==> src/rtl/conv_pkg.sv <==
// Shared definitions for the convolution result readout path: bus widths,
// readout FSM state type and the word-index to byte-address helper.
package conv_pkg;

  localparam int DATA_W     = 32;
  localparam int ADDR_W     = 32;
  localparam int ADDR_SHIFT = 2;   // word index -> byte address (4-byte words)
  localparam int IDX_W      = 17;  // holds 0..65536 so a 65536-word frame can count past its last index

  typedef enum logic [1:0] {
    ST_IDLE   = 2'd0,
    ST_READ   = 2'd1,
    ST_DRAIN  = 2'd2,
    ST_FINISH = 2'd3
  } state_t;

  // Byte address of result word idx relative to the frame base.
  function automatic logic [ADDR_W-1:0] word_byte_addr(input logic [ADDR_W-1:0] base,
                                                       input logic [IDX_W-1:0]  idx);
    word_byte_addr = base + (ADDR_W'(idx) << ADDR_SHIFT);
  endfunction

endpackage

==> src/rtl/rd_skid_fifo.sv <==
// Two-entry FIFO that catches BRAM read data one cycle after the read and
// presents it to the stream side. Push and pop in the same cycle are allowed,
// including push while full as long as a pop frees the slot in that cycle.
module rd_skid_fifo
  import conv_pkg::*;
#(
  parameter int WIDTH = DATA_W
) (
  input  logic             clk,
  input  logic             rst_n,
  input  logic             push_i,
  input  logic [WIDTH-1:0] data_i,
  input  logic             pop_i,
  output logic [WIDTH-1:0] data_o,
  output logic             full_o,
  output logic             empty_o
);

  logic [WIDTH-1:0] mem_q [2];
  logic             wr_ptr_q, wr_ptr_d;
  logic             rd_ptr_q, rd_ptr_d;
  logic [1:0]       count_q, count_d;
  logic             do_push, do_pop;

  assign empty_o = (count_q == 2'd0);
  assign full_o  = (count_q == 2'd2);
  assign data_o  = mem_q[rd_ptr_q];

  // Qualify push/pop against occupancy and derive next pointers and count.
  always_comb begin
    do_pop   = pop_i && !empty_o;
    do_push  = push_i && (!full_o || do_pop);
    wr_ptr_d = wr_ptr_q ^ do_push;
    rd_ptr_d = rd_ptr_q ^ do_pop;
    count_d  = count_q;
    case ({do_push, do_pop})
      2'b10:   count_d = count_q + 2'd1;
      2'b01:   count_d = count_q - 2'd1;
      default: count_d = count_q;  // idle, or push+pop leaves occupancy unchanged
    endcase
  end

  // Control state: pointers and occupancy.
  always_ff @(posedge clk or negedge rst_n) begin
    if (!rst_n) begin
      wr_ptr_q <= 1'b0;
      rd_ptr_q <= 1'b0;
      count_q  <= 2'd0;
    end else begin
      wr_ptr_q <= wr_ptr_d;
      rd_ptr_q <= rd_ptr_d;
      count_q  <= count_d;
    end
  end

  // Storage: data needs no reset, the empty flag masks stale entries.
  always_ff @(posedge clk) begin
    if (do_push) begin
      mem_q[wr_ptr_q] <= data_i;
    end
  end

endmodule

==> src/rtl/conv_result_reader.sv <==
// Reads one frame of convolution results out of the result BRAM and streams
// them in address order. Reads are throttled so that words in flight plus
// words buffered never exceed the two-entry FIFO, which lets the stream run
// at one beat per cycle while surviving arbitrary backpressure.
module conv_result_reader
  import conv_pkg::*;
#(
  parameter int                IMG_WIDTH  = 18,
  parameter int                IMG_HEIGHT = 18,
  parameter logic [ADDR_W-1:0] BASE_ADDR  = 32'h0,
  parameter int                NUM_WORDS  = (IMG_WIDTH-2)*(IMG_HEIGHT-2)
) (
  input  logic              clk,
  input  logic              rst_n,
  input  logic              start,
  output logic              busy,
  output logic              done,
  output logic              bram_en,
  output logic [ADDR_W-1:0] bram_addr,
  input  logic [DATA_W-1:0] bram_dout,
  output logic [DATA_W-1:0] m_tdata,
  output logic              m_tvalid,
  input  logic              m_tready,
  output logic              m_tlast
);

  localparam logic [IDX_W-1:0] LAST_IDX = IDX_W'(NUM_WORDS - 1);

  state_t            state_q, state_d;
  logic [IDX_W-1:0]  rd_idx_q, rd_idx_d;
  logic [IDX_W-1:0]  beat_q, beat_d;
  logic              inflight_q;

  logic              fifo_full, fifo_empty;
  logic [DATA_W-1:0] fifo_head;
  logic              pop;
  logic              issue;
  logic [1:0]        buffered;
  logic [2:0]        level;

  // Read data arrives the cycle after bram_en and is pushed straight in.
  rd_skid_fifo #(
    .WIDTH (DATA_W)
  ) u_fifo (
    .clk     (clk),
    .rst_n   (rst_n),
    .push_i  (inflight_q),
    .data_i  (bram_dout),
    .pop_i   (pop),
    .data_o  (fifo_head),
    .full_o  (fifo_full),
    .empty_o (fifo_empty)
  );

  assign pop       = !fifo_empty && m_tready;
  assign m_tvalid  = !fifo_empty;
  assign m_tdata   = fifo_empty ? '0 : fifo_head;
  assign m_tlast   = !fifo_empty && (beat_q == LAST_IDX);
  assign busy      = (state_q == ST_READ) || (state_q == ST_DRAIN);
  assign done      = (state_q == ST_FINISH);
  assign bram_en   = issue;
  assign bram_addr = issue ? word_byte_addr(BASE_ADDR, rd_idx_q) : '0;

  // Issue a read only if the word it returns is guaranteed a FIFO slot; a pop
  // in this cycle frees one, which is what sustains one beat per cycle.
  always_comb begin
    buffered = fifo_full ? 2'd2 : (fifo_empty ? 2'd0 : 2'd1);
    level    = 3'(buffered) + 3'(inflight_q) - 3'(pop);
    issue    = (state_q == ST_READ) && (level < 3'd2);
  end

  // Readout FSM and read/beat index bookkeeping.
  always_comb begin
    state_d  = state_q;
    rd_idx_d = rd_idx_q;
    beat_d   = pop ? beat_q + 1'b1 : beat_q;
    case (state_q)
      ST_IDLE: begin
        if (start) begin
          state_d  = ST_READ;
          rd_idx_d = '0;
          beat_d   = '0;
        end
      end
      ST_READ: begin
        if (issue) begin
          rd_idx_d = rd_idx_q + 1'b1;
          if (rd_idx_q == LAST_IDX) begin
            state_d = ST_DRAIN;
          end
        end
      end
      ST_DRAIN: begin
        if (pop && (beat_q == LAST_IDX)) begin
          state_d = ST_FINISH;
        end
      end
      ST_FINISH: begin
        state_d = ST_IDLE;
      end
      default: begin
        state_d = ST_IDLE;
      end
    endcase
  end

  // Control registers; reset aborts any frame in progress, including a read
  // still in flight, so nothing is emitted until the next start.
  always_ff @(posedge clk or negedge rst_n) begin
    if (!rst_n) begin
      state_q    <= ST_IDLE;
      rd_idx_q   <= '0;
      beat_q     <= '0;
      inflight_q <= 1'b0;
    end else begin
      state_q    <= state_d;
      rd_idx_q   <= rd_idx_d;
      beat_q     <= beat_d;
      inflight_q <= issue;
    end
  end

endmodule

==> config.mk <==
export PLATFORM = sky130hd
export DESIGN_NAME = conv_result_reader
export DESIGN_NICKNAME = d
export VERILOG_FILES = /design/src/rtl/conv_pkg.sv /design/src/rtl/rd_skid_fifo.sv /design/src/rtl/conv_result_reader.sv
export SDC_FILE = /design/constraint.sdc
export NUM_CORES = 1
export LEC_CHECK = 0
export BUFFER_PORTS_ARGS = -buffer_cell sky130_fd_sc_hd__buf_4
export CORE_ASPECT_RATIO = 0.6
export CORE_MARGIN = 3
export CORE_UTILIZATION = 25
export DETAILED_ROUTE_END_ITERATION = 6
export PLACE_DENSITY = 0.52
export RECOVER_POWER = 50
export SYNTH_ARGS = -nofsm -noshare
export SYNTH_HDL_FRONTEND = slang
export SYNTH_SLANG_ARGS = --single-unit
==> constraint.sdc <==
create_clock -name clk -period 3.1 [get_ports clk]
set_input_delay 0.155 -clock clk [delete_from_list [all_inputs] [get_ports clk]]
set_output_delay 0.155 -clock clk [all_outputs]
set_load 0.1 [all_outputs]
Yosys cells after proc, flatten, opt, wreduce, memory -nomap -nowiden:

Memory sizes are Yosys's and may differ from the RTL's.
Cells that the tools add are included.
W data, S select, Z words.

* register bits: 41
* RAM bits: 64
* logic and storage cells: 63
* memories: 1

Memory list
* u_fifo.mem_q: depth 2, bits a word 32, read ports 1, clocked after Yosys merged registers in 0, wr ports 1, line rd_skid_fifo.sv:19 `logic [WIDTH-1:0] mem_q [2];`

* add/sub/neg operators: 6
* $lt $le $gt $ge: 1
* eq/ne operators: 12
* muxes and demuxes: 18
* bitwise logic cells: 2
* reductions and logical operators: 16

Operators by type and width (count)
* $mux W17: 5
* $add A17 B1 Y17 const B: 2
* $eq A17 B8 Y1 const B: 2
* $pmux W17 S2: 1
* $mux W32: 1
* $mux W19: 1
* $mux W2: 5
* $eq A2 B2 Y1 const B: 4
* $pmux W2 S4: 1
* $logic_and A1 B1 Y1: 6
* $eq A2 B1 Y1 const B: 2
* $logic_not A2 Y1: 2
* $ne A2 B1 Y1 const B: 2
* $ne A2 B2 Y1 const B: 2
* $pmux W2 S2: 1
* $reduce_and A4 Y1: 1
* $reduce_bool A2 Y1: 2
* $add A2 B1 Y3: 1
* $lt A3 B2 Y1 const B: 1
* $mux W1: 3
* $reduce_and A3 Y1: 1
* $sub A3 B1 Y3: 1
* $add A2 B1 Y2 const B: 1
* $logic_not A1 Y1: 2
* 3 further kinds: 5

Depth between registers and ports, before layout:

* depth in word-level cells: 9
* gate-level depth with buffers: 8
* depth with buffers taken out: 7

By module:

A second synthesis with hierarchy kept.

* cell total of the unflattened synthesis: 400
* area, all modules: 5099.9 um^2

By module, submodules not included
* rd_skid_fifo: times used 1, cells an instance 124, area an instance 2673.8 um^2, sequential area each 2021.9 um^2
* conv_result_reader: times used 1, cells an instance 276, area an instance 2426.1 um^2, sequential area each 925.9 um^2

Worst setup path before layout:

No wires, ideal clock.

* path kind: register -> output
* start point: reg u_fifo.count_q[1]
* end point: out bram_addr[14]
* data arrival time: 3.139 ns
* data required time: 2.945 ns
* slack: -0.194 ns
* stages on the path, launching flop included: 6
* path through: dfrtp_1 -> nor2b_1 -> a22o_1 -> buf_2 -> clkbuf_1 -> nor3_1

* word-level cells in the longest chain between the ends: 8
* elaborated cells between the ends (all ways): 11
* those cells by class: add/sub (2); order compare (1); eq/ne (1); mux (3); reduce/logical (4)

RTL lines
* from (decl): line rd_skid_fifo.sv:22 `logic [1:0] count_q, count_d;`
* from (signal assigned): line rd_skid_fifo.sv:52 `count_q <= count_d;`
* $logic_not A2 Y1: line rd_skid_fifo.sv:25 `assign empty_o = (count_q == 2'd0);`
* $mux W1: line conv_result_reader.sv:67 `buffered = fifo_full ? 2'd2 : (fifo_empty ? 2'd0 : 2'd1);`
* $mux W2: line conv_result_reader.sv:67
* $add A2 B1 Y3: line conv_result_reader.sv:68 `level = 3'(buffered) + 3'(inflight_q) - 3'(pop);`
* $sub A3 B1 Y3 (*): line conv_result_reader.sv:68
* $lt A3 B2 Y1 (*): line conv_result_reader.sv:69 `issue = (state_q == ST_READ) && (level < 3'd2);`
* $logic_and A1 B1 Y1 (*): line conv_result_reader.sv:69
* $mux W19 (*): line conv_result_reader.sv:62 `assign bram_addr = issue ? word_byte_addr(BASE_ADDR, rd_idx_q) : '0;`
* to (decl): line conv_result_reader.sv:19 `output logic [ADDR_W-1:0] bram_addr,`

Mark *: on every way between the ends. The rest lies on a longest branch, timed or not.

Worst setup path in the final report:

* start point: reg u_fifo.count_q[1]
* end point: out bram_addr[10]

Same word-level chain as after synthesis.

==> results.py <==
metrics = {
    "run_status": {
        "status": "finished with violations",
        "violations": "max-capacitance violations, max-slew violations",
    },
    "worst_hold_path": {
        "hp-start": "start",
        "hp-class": "input pin to register",
    },
    "logic_synthesis": {
        "synth_ff_type": "edfxtp_1",
        "netlist_area_mm2": 0.00490,
        "syn_avg_cell_area_um2": 11.8,
        "synth-seq-cells": 105,
        "synthTopCellsByArea": "edfxtp_1 39%, dfrtp_1 21%, mux2i_1 6.7%",
        "synth-edff-count": 64,
        "netlist_instances": 416,
        "yosysSeqAreaShare_pct": 60.2,
        "synth.most_common_cell": "nor2_1",
        "synth_top_area_cell": "edfxtp_1",
        "synth.distinct_cells": 44,
        "netlist_top_cells_count": "72 x nor2_1, 64 x edfxtp_1, 41 x dfrtp_1",
        "async_reset_ff_share_pct": 39.0,
        "ys_warn_count": 0,
        "yosys.area.top_type_share_pct": 39.3,
    },
    "timing": {
        "setup_violations": 0,
        "finalHoldViolations": 0,
        "worst_slew_pin_slew_ps": 1530,
        "skew_ps": 7.82,
        "rsz0062_at_grt": "no",
        "min_period_over_period_pct": 87.0,
        "slew_headroom_pct": -2.23,
        "min_period_ps": 2700,
        "slew_viol_final": 36,
        "fmax_ghz": 0.371,
        "whs_ps": 171,
    },
    "floorplan": {
        "die_h_um": 114,
        "num_rows": 38,
        "dieArea_mm2": 0.0214,
        "start_util_pct": 26.3,
        "io_pins": 105,
        "core_mm2": 0.0186,
        "die_w_um": 187,
    },
    "worst_setup_path": {
        "crit_path_top_delay_cell": "a22o_1",
        "crit_path_max_fanout": 19,
        "critPathRequiredTime_ps": 2940,
        "path_delay_family": "simple AND/OR/NAND/NOR gates",
        "end_kind": "primary output",
        "worstPathCellList": "nor2b_1 > a22o_1 > nor2_1 > buf_4 > and2_1 > buf_4",
        "crit_start": "u_fifo.count_q[1]$_DFFE_PN0P_",
        "start_kind": "register",
        "r2r_start": "state_q[1]$_DFFE_PN0P_",
        "crit_path_max_incr_delay_ps": 460,
        "critPathKind": "register to primary output",
        "critPathArrivalTime_ps": 2540,
        "path_buf_inv": 2,
        "cpMostUsedCell": "buf_4",
    },
    "clock_network": {
        "clock_path_buffers": 2,
        "clk_latency_ps": 350,
        "cts.clk_slew.worst_paths_ps": 70,
        "clock-root-buffer": "clkbuf_16",
        "htree_num_levels": 3,
        "cts.sinks": 105,
        "cts_tree": "done",
        "cts_buffers": 9,
    },
    "detailed_routing": {
        "vias": 3410,
        "antenna_left": 0,
        "routed_via_density": 4.24,
        "drt-total-wl_um": 11400,
        "drc_errors": 0,
        "drt-initial-drc-count": 148,
        "drtPass1Iterations": 4,
        "wire_per_inst_um": 14.2,
    },
    "final_layout": {
        "layout.nets": 584,
        "drive_gt1_share_pct": 19.3,
        "final_util_pct": 34.3,
        "synthToLayoutAreaGrowth_pct": 30.7,
        "fillers": 1915,
        "diodes": 0,
    },
    "global_routing": {
        "antenna_found_initial": 0,
        "grtUsageTotal_pct": 10.9,
        "grt_pass1_wl_um": 18600,
        "grt_pass1_vias": 3446,
        "overflow": 0,
        "grt_max_degree": 42,
    },
    "placed_design": {
        "post-dp-hpwl_um": 8110,
        "gp_congestion": 0.817,
        "port_buffers": 89,
    },
    "job": {
        "max-cap-violations": 1,
    },
}
-- repair_timing --
| action | in CTS | in global routing |
|---|---|---|
| hold buffers | 33 | 0 |
| hold endpoints to repair | 105 | 0 |
| setup buffers | 0 | 0 |
| gates resized for setup | 0 | 0 |
-- worst min-delay path, stage by stage --
cell     delay (ps)
buf_4           100
nor2_1           90
o22ai_1         120
-- kinds of logic after synthesis --
logic type | synth area share [%]
flip-flops | 60.2
multiplexers | 7.21
adder cells (fa/ha/maj) | 2.30
buffers and inverters | 4.75
AO/OA/AOI/OAI | 6.03
other | 0.0766
XOR/XNOR | 4.65
AND/OR/NAND/NOR | 14.8
-- routing by layer --
layer | track usage [%] | vias to the layer above | wire [um]
li1 | - | 1684 | -
met1 | 15.5 | 1643 | 5830
met2 | 16.1 | 73 | 4920
met3 | 3.67 | 10 | 589
met4 | 2.57 | 0 | 93
met5 | 0 | - | 0
-- placed cells by master (no fill, tap or decap), types with 2 or more instances in the layout --
cell / count
o22ai_1: 2
ha_1: 7
a21oi_1: 12
or4_1: 2
dfrtp_1: 40
nand4_1: 9
ha_2: 2
xnor2_1: 16
inv_6: 2
o31ai_1: 2
clkbuf_1: 15
or3_1: 4
edfxtp_1: 64
and2_1: 15
mux2_1: 2
inv_8: 2
a211oi_1: 5
o21ai_0: 6
nor4b_1: 2
clkbuf_4: 20
nor4_1: 3
clkbuf_16: 9
buf_4: 62
nand3_1: 7
and3_1: 2
nand2b_1: 2
nand2_1: 22
o21a_1: 2
nor3_1: 4
dlygate4sd3_1: 33
nor2_1: 71
o21ai_1: 2
nor2b_1: 2
xor2_1: 10
conb_1: 15
a2111oi_2: 4
inv_1: 14
mux2i_1: 33
and4_1: 4
-- state kept, by name, summed over array words and instances (netlist names) --
register,count
beat_q,17
inflight_q,1
rd_idx_q,17
state_q,2
u_fifo.count_q,2
u_fifo.mem_q,64
u_fifo.rd_ptr_q,1
u_fifo.wr_ptr_q,1
-- area by class of cell --
type	count	area (um^2)	share of cell area, %
clock buffers	9	225	3.52
clock inverters	7	68.8	1.08
inverters	14	52.6	0.821
multi-input cells	279	1780	27.7
flip-flops and latches	105	2950	46.1
well taps	260	325	5.08
repair buffers	130	1000	15.7
-- worst paths after layout --
kind | endpoint | slack [ps] | cells past startpoint
worst max-delay path | bram_addr[10] | 400 | 6
worst min-delay path | rd_idx_q[0]$_DFFE_PN0P_ | 170 | 3
worst max register to register | rd_idx_q[15]$_DFFE_PN0P_ | 750 | 7
worst min register to register | beat_q[6]$_DFF_PN0_ | 550 | 2
max in group asynchronous | u_fifo.rd_ptr_q$_DFF_PN0_ | 2330 | 2
min in group asynchronous | beat_q[10]$_DFF_PN0_ | 360 | 2
-- metrics by stage --
| step | cells | worst slack (ps) | instance area [um^2] | setup TNS [ps] |
|---|---|---|---|---|
| 3_3_place_gp | 755 | 824 | 5840 | 0 |
| 3_5_place_dp | 755 | 740 | 5840 | 0 |
| 5_1_grt | 804 | 184 | 6400 | 0 |
| 6_report | 804 | 402 | 6400 | 0 |
| 2_1_floorplan | 430 | -194 | 4950 | -583 |
| 4_1_cts | 804 | 352 | 6460 | 0 |
Power is not shown: default switching activity piles up to over one toggle a cycle in this logic, so the estimate is an artifact.
